File: config.mk
export PLATFORM = sky130hd
export DESIGN_NAME = sha256_padder
export DESIGN_NICKNAME = d
export VERILOG_FILES = /design/src/rtl/sha256_padder.sv
export SDC_FILE = /design/constraint.sdc
export NUM_CORES = 2
export LEC_CHECK = 0
export CAP_MARGIN = 20
export CELL_PAD_IN_SITES_DETAIL_PLACEMENT = 1
export CELL_PAD_IN_SITES_GLOBAL_PLACEMENT = 2
export CORE_MARGIN = 1.5
export CORE_UTILIZATION = 29
export CTS_BUF_LIST = sky130_fd_sc_hd__clkbuf_8
export DETAILED_ROUTE_END_ITERATION = 6
export PLACE_DENSITY_LB_ADDON = 0.1
export SETUP_SLACK_MARGIN = 0.5
export SLEW_MARGIN = 20
export SYNTH_ARGS = -nofsm -noshare
export SYNTH_HDL_FRONTEND = slang
export SYNTH_SLANG_ARGS = --single-unit
File: constraint.sdc
create_clock -name clk -period 2.8 [get_ports clk]
set_input_delay 0.56 -clock clk [delete_from_list [all_inputs] [get_ports clk]]
set_output_delay 0.56 -clock clk [all_outputs]
set_load 0.02 [all_outputs]
File: src/rtl/sha256_padder.sv
// ============================================================================
//  Module      : sha256_padder
//  Description : Byte-stream front end for SHA-256. It accepts one message
//                byte per beat and applies FIPS 180-4 padding: a 0x80
//                marker, zero fill and a 64-bit big-endian bit length. It
//                emits 512-bit blocks with message byte 0 at [511:504]. Each
//                block carries first/last flags for a chaining core.
//  Ports       : clk, rst                    - clock, sync active-high reset
//                in_valid/in_ready/in_data   - byte input handshake
//                in_last/in_empty            - end of message / no-byte beat
//                blk_valid/blk_ready         - block output handshake
//                blk_data                    - 512-bit padded block
//                blk_first/blk_last          - block position in message
//  Revision    : 1.0 - initial release
// ============================================================================
`default_nettype none

module sha256_padder (
    input  logic         clk,
    input  logic         rst,
    input  logic         in_valid,
    output logic         in_ready,
    input  logic [7:0]   in_data,
    input  logic         in_last,
    input  logic         in_empty,
    output logic         blk_valid,
    input  logic         blk_ready,
    output logic [511:0] blk_data,
    output logic         blk_first,
    output logic         blk_last
);

    typedef enum logic [0:0] {
        FILL = 1'b0,
        EMIT = 1'b1
    } state_t;

    // Extra block still owed after the current one is handed off.
    typedef enum logic [1:0] {
        TAIL_NONE     = 2'd0,
        TAIL_ZERO_LEN = 2'd1,   // zeros + length
        TAIL_MARK_LEN = 2'd2    // 0x80 + zeros + length
    } tail_t;

    state_t         state_q, state_d;
    tail_t          tail_q, tail_d;
    logic [5:0]     cnt_q, cnt_d;
    logic [60:0]    len_q, len_d;
    logic [511:0]   buf_q, buf_d;
    logic           first_pend_q, first_pend_d;
    logic           blk_first_q, blk_first_d;
    logic           blk_last_q, blk_last_d;

    logic [511:0]   wr_buf;
    logic [6:0]     m;
    logic [60:0]    len_inc;
    logic [63:0]    bitlen;

    always_comb begin
        state_d      = state_q;
        tail_d       = tail_q;
        cnt_d        = cnt_q;
        len_d        = len_q;
        buf_d        = buf_q;
        first_pend_d = first_pend_q;
        blk_first_d  = blk_first_q;
        blk_last_d   = blk_last_q;

        // Buffer with the current beat's byte written at index cnt.
        wr_buf = buf_q;
        for (int i = 0; i < 64; i++) begin
            if (!in_empty && (cnt_q == 6'(i))) begin
                wr_buf[511 - 8*i -: 8] = in_data;
            end
        end
        m       = {1'b0, cnt_q} + {6'd0, !in_empty};
        len_inc = len_q + {60'd0, !in_empty};
        bitlen  = {len_inc, 3'b000};

        case (state_q)
            FILL: begin
                if (in_valid) begin
                    buf_d = wr_buf;
                    cnt_d = m[5:0];
                    len_d = len_inc;
                    if (in_last) begin
                        state_d      = EMIT;
                        blk_first_d  = first_pend_q;
                        first_pend_d = 1'b0;
                        // Marker lands at byte m when the block has room.
                        for (int i = 0; i < 64; i++) begin
                            if (m == 7'(i)) begin
                                buf_d[511 - 8*i -: 8] = 8'h80;
                            end
                        end
                        if (m <= 7'd55) begin
                            buf_d[63:0] = bitlen;
                            blk_last_d  = 1'b1;
                            tail_d      = TAIL_NONE;
                        end else if (m <= 7'd63) begin
                            blk_last_d  = 1'b0;
                            tail_d      = TAIL_ZERO_LEN;
                        end else begin
                            blk_last_d  = 1'b0;
                            tail_d      = TAIL_MARK_LEN;
                        end
                    end else if (m == 7'd64) begin
                        state_d      = EMIT;
                        blk_first_d  = first_pend_q;
                        first_pend_d = 1'b0;
                        blk_last_d   = 1'b0;
                        tail_d       = TAIL_NONE;
                    end
                end
            end
            EMIT: begin
                if (blk_ready) begin
                    case (tail_q)
                        TAIL_ZERO_LEN: begin
                            buf_d       = {448'd0, len_q, 3'b000};
                            blk_first_d = 1'b0;
                            blk_last_d  = 1'b1;
                            tail_d      = TAIL_NONE;
                        end
                        TAIL_MARK_LEN: begin
                            buf_d       = {8'h80, 440'd0, len_q, 3'b000};
                            blk_first_d = 1'b0;
                            blk_last_d  = 1'b1;
                            tail_d      = TAIL_NONE;
                        end
                        default: begin
                            // Clearing the buffer keeps old bytes out of the
                            // unwritten positions of the next block.
                            state_d = FILL;
                            cnt_d   = 6'd0;
                            buf_d   = '0;
                            if (blk_last_q) begin
                                len_d        = '0;
                                first_pend_d = 1'b1;
                            end
                        end
                    endcase
                end
            end
            default: state_d = FILL;
        endcase
    end

    always_ff @(posedge clk) begin
        if (rst) begin
            state_q      <= FILL;
            tail_q       <= TAIL_NONE;
            cnt_q        <= 6'd0;
            len_q        <= '0;
            buf_q        <= '0;
            first_pend_q <= 1'b1;
            blk_first_q  <= 1'b0;
            blk_last_q   <= 1'b0;
        end else begin
            state_q      <= state_d;
            tail_q       <= tail_d;
            cnt_q        <= cnt_d;
            len_q        <= len_d;
            buf_q        <= buf_d;
            first_pend_q <= first_pend_d;
            blk_first_q  <= blk_first_d;
            blk_last_q   <= blk_last_d;
        end
    end

    // Gating with rst forces idle outputs while reset is held. Gating the
    // block fields with blk_valid hides the partially filled buffer.
    assign in_ready  = (state_q == FILL) && !rst;
    assign blk_valid = (state_q == EMIT) && !rst;
    assign blk_data  = blk_valid ? buf_q : '0;
    assign blk_first = blk_valid && blk_first_q;
    assign blk_last  = blk_valid && blk_last_q;

endmodule

`default_nettype wire

==> run summary <==
Non-filler instance count after layout -> 5666
Ys async rst share -> 0%
Worst hold margin -> 297 ps
Worst-Skew Late Latency -> 800 ps
# DRC -> 0
Remaining antenna violation count -> 0
NumNets Final -> 4322
Grt ovf -> 0
Grt met1 use -> 37.8%
Max frequency -> 0.343 GHz
Core area -> 0.0971 mm²
Clk_skew -> 22.8 ps
Worst r2r dst -> buf_q[241]$_SDFFE_PP0P_
Worst path arrival time -> 2360 ps
CP Cell Sequence -> nor2b_4 -> buf_12 -> buf_16 -> buf_16 -> buf_12 -> buf_16 -> and2_4 -> buf_12
Rows -> 114
Hold Path Stages -> 3
Final Setup Violations -> 205
Placer Congestion -> 0.899
Layout fillers -> 10700
Max-Cap Viols -> 0
EDFF count, synth -> 0
I/O pin cnt -> 530
Startpoint Class -> flop
Vias in the first global route -> 31900
R2R cell count -> 11
Post-synth top area cell -> dfxtp_1
Clock slew at reported path FFs -> 60 ps
M3 GR Usage -> 4.25%
Final Max Slew Viols -> 0
Cell Area, Placed -> 0.0406 mm²
Die extent in y -> 317 µm
R2R setup slack -> 150 ps
Final wirelength -> 157000 µm
Die Width -> 317 µm
Peak supply drop -> 0.338 mV
Initial Util -> 29.4%
Final min period -> 2920 ps
Failing checks -> negative setup slack
Placed cell count -> 5281
Most Used Layer, Global Route -> met2
Synth Warn # -> 0
Gr usage total -> 28.9%
Synth unique cells -> 89
Leakage power -> 19.1 nW
WL/cell -> 27.7 µm
Area Growth Syn to Fin -> 67.4%
Synth Cell Area -> 0.0286 mm²
Slew @ Worst Pin -> 1040 ps
CP endpoint kind -> output port
Slowest CP cell -> dfxtp_2
Final worst path period share -> 104%
CTS tree -> done
Status -> finished, violations left
Layout cells sized above 1 -> 45.1%
Mapped Nets -> 3271
CP max stage delay -> 330 ps
Kind of critical path -> reg2out
Reg-to-reg startpoint -> cnt_q[0]$_SDFFE_PP0P_
CP Max Fanout -> 7
Dpl hpwl -> 110000 µm
Initial antenna violation count -> 6
Pre-CTS setup slack -> -896 ps
Num Clock Sinks -> 585
Initial DRC Count -> 1917
Most frequent cell after synthesis -> dfxtp_1
Routing usage on met2 -> 48.5%
Post-Syn Area per Cell -> 8.79 µm²
Post-synth top cells -> 585 x dfxtp_1, 527 x and2_1, 319 x a22o_1
Final Cell Area -> 0.0478 mm²
Largest net degree at the start of global routing -> 128
Hold buffers post-CTS -> 0
Vias per cell -> 5.59
# port buffers -> 529
Hold Path End -> state_q$_SDFF_PP0_
P per Cell Area -> 399 mW/mm²
Final hold viol count -> 0
Clk root buf -> clkbuf_8
CTS Buffer Depth -> 3
RSZ-0062 raised after global routing -> true
Seq/Total Area, Yosys -> 41.0%
H-tree Lvls -> 3
Via count -> 31700
Clock buffer count from CTS -> 106
Synthesized instance count -> 3250
Top cell type's share of synthesized area -> 41.0%
Critical Path RT -> 2240 ps
Post-route setup slack -> -120 ps
Largest cells by area after synthesis -> dfxtp_1 41%, and2_1 12%, a22o_1 9.8%
First-pass GRT wire length -> 218000 µm
Most used DFF post-synth -> dfxtp_1
Min-delay src -> rst
Slew HR -> 30.3%
Pre-antenna DRT Iters -> 6
Die ar. -> 0.100 mm²
Hold Crit Class -> in2reg
Yosys reg bits -> 585
## repair_timing
action,4_1_cts,5_1_grt
endpoints found under the hold margin,0,0
pin swaps,21,164
endpoints found under the setup margin,1071,1083
gates cloned,18,30
buffers inserted,30,110
gates resized for setup,1465,1150
## layout make-up
class                   count  area, µm²  area share [%]
multi-input cells        2383      18700            39.2
repair buffers           1212      13500            28.2
flip-flops and latches    585      11800            24.6
clock buffers             139       1910            4.00
well taps                1276       1600            3.34
clock inverters            54        285           0.596
inverters                  13       58.8           0.123
diodes                      4       10.0          0.0209
## stage by stage
| step | utilization (%) | power (mW) | setup TNS, ps |
|---|---|---|---|
| 2_1_floorplan | - | 9.35 | 0 |
| 3_3_place_gp | 41.8 | 10.2 | -359930 |
| 3_5_place_dp | 41.8 | 10.2 | -370160 |
| 4_1_cts | 45.2 | 18.8 | -31280 |
| 5_1_grt | 49.2 | 19.6 | -24290 |
| 6_report | 49.2 | 19.1 | -7400 |
## layout by cell type, fill, tap and decap left out, drive strengths merged, types with 36 or more instances in the layout
cell              n
inv              52
a21oi           147
and2            528
mux2i            56
o2bb2ai          41
a22oi            92
nand3            87
clkbuf          206
buf            1070
dfxtp           585
nor3             59
a211oi           58
clkdlybuf4s15    36
nand2           182
o22ai            46
nor2            162
o21ai           127
a31oi            51
a22o            319
## critical path: cells and delay by family, from the launching register on
family | cells | cell delay, ps
and+or+nand+nor | 2 | 310
buffers and inverters | 6 | 880
DFF | 1 | 330
## registers in the layout, summed over array words and instances, names as in the netlist
signal,count
cnt_q,6
state_q,1
blk_last_q,1
len_q,61
buf_q,512
blk_first_q,1
first_pend_q,1
tail_q,2
## worst max path at each step
stage / endpoint / cells past startpoint / from / slack, ps
floorplan: buf_q[13]$_SDFFE_PP0P_ / 10 / in_empty / 260
global placement: buf_q[18]$_SDFFE_PP0P_ / 11 / in_empty / -930
detailed placement: buf_q[18]$_SDFFE_PP0P_ / 11 / in_empty / -900
CTS: blk_data[60] / 7 / state_q$_SDFF_PP0_ / -150
global route: blk_data[34] / 8 / state_q$_SDFF_PP0_ / -160
finish: blk_data[34] / 8 / state_q$_SDFF_PP0_ / -120
## where the power goes
part,internal (mW),switching (mW)
Sequential,8.35,0.0373
Clock,4.53,3.97
Combinational,0.839,1.35
Total,13.7,5.35
## metal layers
layer,share of wire (%),vias to the layer above
met5,0,-
met4,3.5,0
met3,4.9,273
met2,48,1045
met1,44,16200
li1,-,14200
## cell families (layout without fill, tap and decap cells)
logic type,after synthesis,after routing,synth area share (%)
simple gates,1213,1213,23.7
compound gates,1040,1040,26.8
flops,585,585,41.0
buf+inv,282,1418,4.01
mux,80,80,2.91
xor+xnor,43,43,1.32
fa+ha+maj,7,7,0.306
other cells,0,4,0
No activity file was read; power rests on OpenSTA's default activity.
